### config.mk
export PLATFORM = sky130hd
export DESIGN_NAME = prog_loader_flat
export DESIGN_NICKNAME = d
export VERILOG_FILES = /design/src/rtl/prog_loader_if.sv /design/src/rtl/prog_loader.sv /design/src/flat_wrapper.sv
export SDC_FILE = /design/constraint.sdc
export NUM_CORES = 1
export LEC_CHECK = 0
export CAP_MARGIN = 20
export CORE_AREA = 2 2 75 69
export DETAILED_ROUTE_END_ITERATION = 6
export DIE_AREA = 0 0 77 71
export PLACE_DENSITY = 0.72
export SYNTH_ARGS = -nofsm -noshare
export SYNTH_HDL_FRONTEND = slang
export SYNTH_SLANG_ARGS = --single-unit
### constraint.sdc
create_clock -name clk -period 2.13 [get_ports clk]
set_clock_uncertainty 0.05 [all_clocks]
set_input_delay 0.426 -clock clk [delete_from_list [all_inputs] [get_ports clk]]
set_output_delay 0.426 -clock clk [all_outputs]
set_load 0.01 [all_outputs]
### src/rtl/prog_loader_if.sv
// Byte-stream input and main-store write port bundle for prog_loader.
//   in_data/in_valid/in_ready : valid/ready stream into the loader
//   ms_write/ms_addr/ms_data  : main-store write port out of the loader
// master = stream source / store side, slave = loader side.
interface prog_loader_if #(
  parameter int unsigned ADDR_W = 5,
  parameter int unsigned DATA_W = 8
);
  logic [DATA_W-1:0] in_data;
  logic              in_valid;
  logic              in_ready;
  logic              ms_write;
  logic [ADDR_W-1:0] ms_addr;
  logic [DATA_W-1:0] ms_data;

  modport master (
    output in_data, in_valid,
    input  in_ready, ms_write, ms_addr, ms_data
  );

  modport slave (
    input  in_data, in_valid,
    output in_ready, ms_write, ms_addr, ms_data
  );
endinterface

### src/rtl/prog_loader.sv
// Boot-time program loader. Accepts a LEN / data / CHK framed byte stream,
// writes the data into main store, zero-fills the remainder, and releases
// the core from reset only after the checksum matches.
//   clk      : system clock, rising edge
//   rst      : asynchronous active-low reset
//   bus      : stream input + main-store write port (slave side)
//   reload   : 1-cycle pulse, restart load from RUN or ERROR
//   core_rst : active-low reset to the core, high only in RUN
//   done     : high in RUN
//   error    : high in ERROR
module prog_loader #(
  parameter int unsigned ADDR_W = 5,
  parameter int unsigned DATA_W = 8,
  parameter int unsigned DEPTH  = 32
) (
  input  logic           clk,
  input  logic           rst,
  prog_loader_if.slave   bus,
  input  logic           reload,
  output logic           core_rst,
  output logic           done,
  output logic           error
);
  localparam int unsigned CNT_W = ADDR_W + 1;

  typedef enum logic [2:0] {
    ST_IDLE, ST_LOAD, ST_CHECK, ST_FILL, ST_RUN, ST_ERROR
  } state_e;

  state_e            r_state,    w_state_nxt;
  logic [CNT_W-1:0]  r_len,      w_len_nxt;
  logic [CNT_W-1:0]  r_cnt,      w_cnt_nxt;
  logic [DATA_W-1:0] r_sum,      w_sum_nxt;
  logic              r_ms_write, w_ms_write_nxt;
  logic [ADDR_W-1:0] r_ms_addr,  w_ms_addr_nxt;
  logic [DATA_W-1:0] r_ms_data,  w_ms_data_nxt;
  logic              r_in_ready, w_in_ready_nxt;
  logic              r_core_rst, w_core_rst_nxt;
  logic              r_done,     w_done_nxt;
  logic              r_error,    w_error_nxt;
  logic              w_xfer;
  logic              w_len_bad;

  // r_in_ready is a registered decode of the state, so it never depends on in_valid
  assign w_xfer    = bus.in_valid & r_in_ready;
  assign w_len_bad = (bus.in_data == '0) ||
                     ({1'b0, bus.in_data} > (DATA_W+1)'(DEPTH));

  // State and output registers
  always_ff @(posedge clk or negedge rst) begin
    if (!rst) begin
      r_state    <= ST_IDLE;
      r_len      <= '0;
      r_cnt      <= '0;
      r_sum      <= '0;
      r_ms_write <= 1'b0;
      r_ms_addr  <= '0;
      r_ms_data  <= '0;
      r_in_ready <= 1'b1;
      r_core_rst <= 1'b0;
      r_done     <= 1'b0;
      r_error    <= 1'b0;
    end else begin
      r_state    <= w_state_nxt;
      r_len      <= w_len_nxt;
      r_cnt      <= w_cnt_nxt;
      r_sum      <= w_sum_nxt;
      r_ms_write <= w_ms_write_nxt;
      r_ms_addr  <= w_ms_addr_nxt;
      r_ms_data  <= w_ms_data_nxt;
      r_in_ready <= w_in_ready_nxt;
      r_core_rst <= w_core_rst_nxt;
      r_done     <= w_done_nxt;
      r_error    <= w_error_nxt;
    end
  end

  // Next-state and next-output logic
  always_comb begin
    w_state_nxt    = r_state;
    w_len_nxt      = r_len;
    w_cnt_nxt      = r_cnt;
    w_sum_nxt      = r_sum;
    w_ms_write_nxt = 1'b0;
    w_ms_addr_nxt  = r_ms_addr;
    w_ms_data_nxt  = r_ms_data;

    unique case (r_state)
      ST_IDLE: begin
        if (w_xfer) begin
          if (w_len_bad) begin
            w_state_nxt = ST_ERROR;
          end else begin
            w_len_nxt   = CNT_W'(bus.in_data);
            w_cnt_nxt   = '0;
            w_sum_nxt   = '0;
            w_state_nxt = ST_LOAD;
          end
        end
      end
      ST_LOAD: begin
        if (w_xfer) begin
          w_ms_write_nxt = 1'b1;
          w_ms_addr_nxt  = r_cnt[ADDR_W-1:0];
          w_ms_data_nxt  = bus.in_data;
          w_sum_nxt      = r_sum + bus.in_data;
          w_cnt_nxt      = r_cnt + CNT_W'(1);
          if (w_cnt_nxt == r_len) w_state_nxt = ST_CHECK;
        end
      end
      ST_CHECK: begin
        if (w_xfer) w_state_nxt = (bus.in_data == r_sum) ? ST_FILL : ST_ERROR;
      end
      ST_FILL: begin
        // A full-length image leaves nothing to fill
        if (r_cnt == CNT_W'(DEPTH)) begin
          w_state_nxt = ST_RUN;
        end else begin
          w_ms_write_nxt = 1'b1;
          w_ms_addr_nxt  = r_cnt[ADDR_W-1:0];
          w_ms_data_nxt  = '0;
          w_cnt_nxt      = r_cnt + CNT_W'(1);
          if (r_cnt == CNT_W'(DEPTH - 1)) w_state_nxt = ST_RUN;
        end
      end
      ST_RUN: begin
        if (reload) w_state_nxt = ST_IDLE;
      end
      ST_ERROR: begin
        if (reload) w_state_nxt = ST_IDLE;
      end
      default: w_state_nxt = ST_IDLE;
    endcase

    w_in_ready_nxt = (w_state_nxt == ST_IDLE) || (w_state_nxt == ST_LOAD) ||
                     (w_state_nxt == ST_CHECK);
    w_done_nxt     = (w_state_nxt == ST_RUN);
    w_error_nxt    = (w_state_nxt == ST_ERROR);
    // Core leaves reset one cycle after RUN entry and drops on the reload edge
    w_core_rst_nxt = (r_state == ST_RUN) && (w_state_nxt == ST_RUN);
  end

  assign bus.in_ready = r_in_ready;
  assign bus.ms_write = r_ms_write;
  assign bus.ms_addr  = r_ms_addr;
  assign bus.ms_data  = r_ms_data;
  assign core_rst     = r_core_rst;
  assign done         = r_done;
  assign error        = r_error;
endmodule

### src/flat_wrapper.sv
// flat-port wrapper written by rule: the top's interface ports become plain ports
module prog_loader_flat 
#(
  parameter int unsigned ADDR_W = 5,
  parameter int unsigned DATA_W = 8,
  parameter int unsigned DEPTH  = 32
)
  (clk, rst, reload, core_rst, done, error, bus_in_data, bus_in_valid, bus_in_ready, bus_ms_write, bus_ms_addr, bus_ms_data);
  prog_loader_if #(.ADDR_W(ADDR_W), .DATA_W(DATA_W)) bus_i ();
  input  logic clk;
  input  logic rst;
  input  logic reload;
  output logic core_rst;
  output logic done;
  output logic error;
  input wire logic [$bits(bus_i.in_data)-1:0] bus_in_data;
  input wire logic [$bits(bus_i.in_valid)-1:0] bus_in_valid;
  output wire logic [$bits(bus_i.in_ready)-1:0] bus_in_ready;
  output wire logic [$bits(bus_i.ms_write)-1:0] bus_ms_write;
  output wire logic [$bits(bus_i.ms_addr)-1:0] bus_ms_addr;
  output wire logic [$bits(bus_i.ms_data)-1:0] bus_ms_data;
  assign bus_i.in_data = bus_in_data;
  assign bus_i.in_valid = bus_in_valid;
  assign bus_in_ready = bus_i.in_ready;
  assign bus_ms_write = bus_i.ms_write;
  assign bus_ms_addr = bus_i.ms_addr;
  assign bus_ms_data = bus_i.ms_data;
  prog_loader #(.ADDR_W(ADDR_W), .DATA_W(DATA_W), .DEPTH(DEPTH)) u_core (.clk(clk), .rst(rst), .bus(bus_i), .reload(reload), .core_rst(core_rst), .done(done), .error(error));
endmodule
# Word level (Yosys, flattened, before mapping)
# Index checks and enable logic that the tools add are counted.
[totals] inputBits=12 reg_bits=41
[op_classes] n_lt_le_gt_ge=1 mux=28 n_bitwise=2 eq_ne=17 reduce_logical=15 add_sub_neg=2
[op_table] op="8-bit 2-to-1 mux" n=5
[op_table] op="8-bit case mux with 2 select lines" n=2
[op_table] op="3-bit 2-to-1 mux" n=9
[op_table] op="6-bit 2-to-1 mux" n=4
[op_table] op="6-bit case mux with 3 select lines" n=1
[op_table] op="3-bit case mux with 5 select lines" n=1
[op_table] op="3-bit == test, second input constant" n=4
[op_table] op="5-bit 2-to-1 mux" n=2
[op_table] op="5-bit case mux with 2 select lines" n=1
[op_table] op="3-bit by 2-bit == test with 1-bit output, second input constant" n=3
[op_table] op="8-bit adder" n=1
[op_table] op="8-bit == test" n=1
[op_table] op="8-bit by 6-bit greater-than comparator with 1-bit output, second input constant" n=1
[op_table] op="8-bit zero test" n=1
[op_table] op="6-bit by 1-bit adder with 6-bit output, second input constant" n=1
[op_table] op="3-bit by 1-bit == test with 1-bit output, second input constant" n=2
[op_table] op="6-bit by 5-bit == test with 1-bit output, second input constant" n=1
[op_table] op="6-bit == test" n=1
[op_table] op="6-bit == test, second input constant" n=1
[op_table] op="3-bit zero test" n=2
[op_table] op="3-bit AND reduction" n=2
[op_table] op="5-bit AND reduction" n=1
[op_table] op="2-bit by 1-bit != test with 1-bit output, second input constant" n=2
[op_table] op="2-bit != test, second input constant" n=2
[op_table] op="other kinds (10)" n=14

# Longest topological paths before layout
# Gate-level depths: netlist (run 1).
[depth] word_depth=8 depth_mapped=8 mapped_depth_nobuf=8

# Worst setup path before layout (run 1)
# OpenSTA, ideal clock, no wires.
[synth_timing] path_type="input to register" start="input bus_in_data[0]" end="register u_core.r_len[0]" cell_stages=6 slack_ps=-134 arrival_ps=2089 cell_sequence="or2_2 > nor3_1 > xor2_1 > or4_4 > nor4_4 > mux2_2"
[synth_between] elab_chain_cells=4
[synth_rtl] item="start: declaration" line_no="flat_wrapper.sv:16" text="input wire logic [$bits(bus_i.in_data)-1:0] bus_in_data;"
[synth_rtl] item="8-bit by 6-bit greater-than comparator with 1-bit output or 8-bit zero test (tied branches)" line_no="prog_loader.sv:47, prog_loader.sv:46"
[synth_rtl] item="1-bit logical OR" line_no="prog_loader.sv:46" text="assign w_len_bad = (bus.in_data == '0) ||"
[synth_rtl] item="1-bit NOT (no line)"
[synth_rtl] item="3-bit AND reduction (no line)"
[synth_rtl] item="end signal: assignment" line_no="prog_loader.sv:65" text="r_len <= w_len_nxt;"
[synth_rtl] item="end: declaration" line_no="prog_loader.sv:31" text="logic [CNT_W-1:0] r_len, w_len_nxt;"
# Parallel ways exist; a longest one is shown, timed or not.
# A chain may end at the register's enable or synchronous reset.

# Worst setup path after layout (run 1)
[layout_timing] start="register u_core.r_sum[1]" end="register u_core.r_sum[7]"
[layout_between] elab_chain_cells=3
[layout_rtl] item="start: declaration" line_no="prog_loader.sv:33" text="logic [DATA_W-1:0] r_sum, w_sum_nxt;"
[layout_rtl] item="start signal: assignment" line_no="prog_loader.sv:67" text="r_sum <= w_sum_nxt;"
[layout_rtl] item="8-bit adder" line_no="prog_loader.sv:106" text="w_sum_nxt = r_sum + bus.in_data;"
[layout_rtl] item="8-bit 2-to-1 mux" line_no="prog_loader.sv:102" text="if (w_xfer) begin"
[layout_rtl] item="8-bit case mux with 2 select lines" line_no="prog_loader.sv:88" text="unique case (r_state)"
# Every way passes these cells. The select of a mux whose other input is x is not followed.

==> impl_metrics.py, run 1 <==
metrics = {
    "status": {
        "status": "complete, no violations",
    },
    "yosys": {
        "ys_seq_area_share_pct": 45.3,
        "synth_ff_type": "dfrtp_1",
        "syn_inst": 220,
        "syn-num-nets": 242,
        "synth_area_leader_cell": "dfrtp_1",
        "ys_top_cells_by_area": "dfrtp_1 (44%), ha_1 (5.0%), mux2_2 (5.0%)",
        "synthArstFlopShare_pct": 100,
        "syn_area_um2": 2270,
        "ys_ff_latch": 41,
        "yosysUniqueCellTypes": 47,
        "synth_edf_count": 0,
        "syn_avg_cell_area_um2": 10.3,
        "yosysWarningCount": 0,
        "synth_top_cell_area_share_pct": 44.1,
    },
    "global_routing": {
        "grt_pass1_vias": 1926,
        "grt_pass1_wl_mm": 9.56,
        "grt_max_degree": 42,
        "grtUsageTotal_pct": 22.3,
        "grt_overflow": 0,
        "antenna_found_initial": 0,
    },
    "die": {
        "die_h_um": 71,
        "ioPinCount": 30,
        "dieArea_um2": 5470,
        "rows": 24,
        "core_area_um2": 4740,
        "initial_core_util_pct": 47.8,
        "fp.dieW_um": 77,
    },
    "placed_design": {
        "dp_hpwl_mm": 3.84,
        "portBuffers": 29,
        "gp_congestion": 0.851,
        "post-place-cells": 339,
    },
    "route": {
        "final_antenna_net_count": 0,
        "wl_per_cell_um": 16.5,
        "drt_iter0_drc": 157,
        "vias": 1973,
        "vias_per_cell": 5.62,
        "routed_wl_mm": 5.80,
        "route.detailed.drc": 0,
        "firstDrtPassIters": 4,
    },
    "final_layout": {
        "antennaDiodeCount": 0,
        "final_cells": 351,
        "drive_gt1_share_pct": 31.1,
        "nNetsFinal": 307,
        "utilization_pct": 66.5,
        "syn2layout_area_growth_pct": 39.0,
    },
    "worst_setup_path": {
        "required_ns": 2.29,
        "cp.arrival_ns": 2.22,
        "path_max_fanout": 3,
        "endpoint_kind": "flip-flop",
        "critical_path_class": "reg2reg",
        "critPathLaunchType": "flip-flop",
    },
    "power_and_ir_drop": {
        "p_total_w": 0.00432,
        "power_density_nw_per_um2": 1370,
        "p_seq_share_pct": 31.6,
        "p_switching_w": 0.00165,
        "p_int_w": 0.00267,
        "power_frac_clock_pct": 14.6,
        "comb_power_share_pct": 53.9,
        "vdd.ir_drop.worst_uv": 809,
        "p_leak_nw": 1.43,
        "p_sw_share_pct": 38.2,
    },
    "cts": {
        "cts_tree": "built",
        "htreeDepth": 2,
        "clk_latency_ns": 0.30,
        "cts-root-buf": "clkbuf_8",
        "numCtsBuffers": 5,
        "max-clock-path-buffers": 2,
        "clk_pin_slew_ns": 0.08,
        "clock-sinks": 41,
    },
    "sta": {
        "fin_crit_sh_pct": 96.5,
        "slew_viol_final": 0,
        "clock.fmax_mhz": 486,
        "fin_hold_ws_ns": 0.131,
        "final_hold_viol_count": 0,
        "finalSetupViolCount": 0,
        "relSlewSlack_pct": 65.6,
        "rsz0062_at_grt": "yes",
        "min_period_ns": 2.06,
        "tightest_slew_ns": 0.516,
    },
    "run": {
        "cap_violations": 0,
    },
    "hold_path": {
        "hp-class": "in2async",
    },
}
==> registers in the layout (all words and copies together) (netlist names), 3 cells and up <==
register and flops:
u_core.bus.ms_data 8, u_core.r_sum 8, u_core.r_cnt 6, u_core.r_len 6, u_core.bus.ms_addr 5, u_core.r_state 3
==> cell usage in the layout (no fill, tap or decap), types with 5 or more instances in the layout <==
cell and n:
mux2_4 6, ha_1 5, a22o_1 11, xnor2_1 7, inv_1 8, o21ai_0 15
clkbuf_8 5, nand3_1 5, clkdlybuf4s50_1 20, buf_4 37, nand2_1 21, nor2_1 10
a21oi_1 5, dfrtp_1 39
==> per-stage QoR <==
step / area, um2 / setup TNS [ns] / worst slack [ns]
2_1_floorplan: 2280 / -0.252 / -0.0494
3_3_place_gp: 2890 / -9.90 / -0.555
3_5_place_dp: 2890 / -10.42 / -0.597
4_1_cts: 3070 / 0 / 0.00872
5_1_grt: 3150 / -0.0123 / -0.0123
6_report: 3150 / 0 / 0.0737
==> worst max-delay path: stages (launching register included) <==
cell      delay (ns)
dfrtp_1         0.43
ha_1            0.35
a21oi_1         0.20
o211ai_1        0.16
o41ai_2         0.26
buf_4           0.17
xnor2_1         0.13
nand3b_1        0.11
o211ai_1        0.10
==> power by group through the flow <==
| stage | Sequential [W] | Clock [W] | Combinational (W) |
|---|---|---|---|
| finish | 0.00136 | 0.000629 | 0.00233 |
| global route | 0.00141 | 0.000683 | 0.00252 |
| CTS | 0.00135 | 0.000641 | 0.00218 |
| detailed placement | 0.00135 | 0 | 0.00210 |
| global placement | 0.00134 | 0 | 0.00205 |
| floorplan | 0.00131 | 0 | 0.00128 |
==> synth_stat cells (2+ instances only) <==
cell      number
and2_1         3
a31oi_1        3
a32o_1         2
or2_2          2
o211ai_1       3
a22o_2         2
inv_1          8
o311ai_0       2
clkbuf_1       6
nor4b_1        4
a21oi_1        7
and3_1         3
or3_1          2
nor2_1        10
dfrtp_1       40
nor4_1         3
xor2_1         4
mux2_2        10
o31ai_1        3
nor3_1         5
buf_2          5
a22o_1        11
nand2_1       21
nand2b_1       3
o21ai_0       16
ha_1           9
xnor2_1        7
nand3_1        5
nor2b_1        3
==> layer usage <==
layer,wire length (um),GRT usage (%)
met2,2760,35.8
met3,297,4.08
met4,82,8.73
met1,2660,30.4
met5,0,0
==> final cells by class <==
cell class / instances / area (um2)
Fill cell: 403 / 1590
Multi-Input combinational cell: 160 / 1310
Sequential cell: 41 / 1030
Timing Repair Buffer: 69 / 592
Tap cell: 65 / 81.3
Clock buffer: 6 / 72.6
Clock inverter: 2 / 38.8
Inverter: 8 / 30.0
==> repair_timing <==
item	in CTS	in global routing
buffers inserted	3	1
setup endpoints to repair	19	19
pin swaps	7	3
hold buffers	0	0
gates resized for setup	34	14
==> worst paths after layout <==
check | start | endpoint | slack, ns | depth (start not counted)
max in group asynchronous | rst | u_core.r_cnt[1] | 1.52 | 2
hold reg to reg | u_core.bus.ms_addr[0] | u_core.bus.ms_addr[0] | 0.43 | 2
min in group clk | u_core.bus.ms_addr[0] | u_core.bus.ms_addr[0] | 0.43 | 2
setup / recovery | u_core.r_sum[1] | u_core.r_sum[7] | 0.07 | 8
setup reg to reg | u_core.r_sum[1] | u_core.r_sum[7] | 0.07 | 8
hold / removal | rst | u_core.bus.ms_addr[2] | 0.13 | 2
==> kinds of logic after synthesis <==
family          Yosys count  synth area share [%]
xor+xnor                 11                  4.24
mux                      11                  5.40
buf+inv                  19                  3.42
compound gates           56                  18.1
flops                    41                  45.3
simple gates             72                  17.8
fa+ha+maj                10                  5.84
No activity file was read; power rests on OpenSTA's default activity.
==> run 2, diff against run 1 <==
Settings changed: SLEW_MARGIN set to 15.
==> results of run 2 <==
Final layout, timing and power as in run 1 (identical DEF).
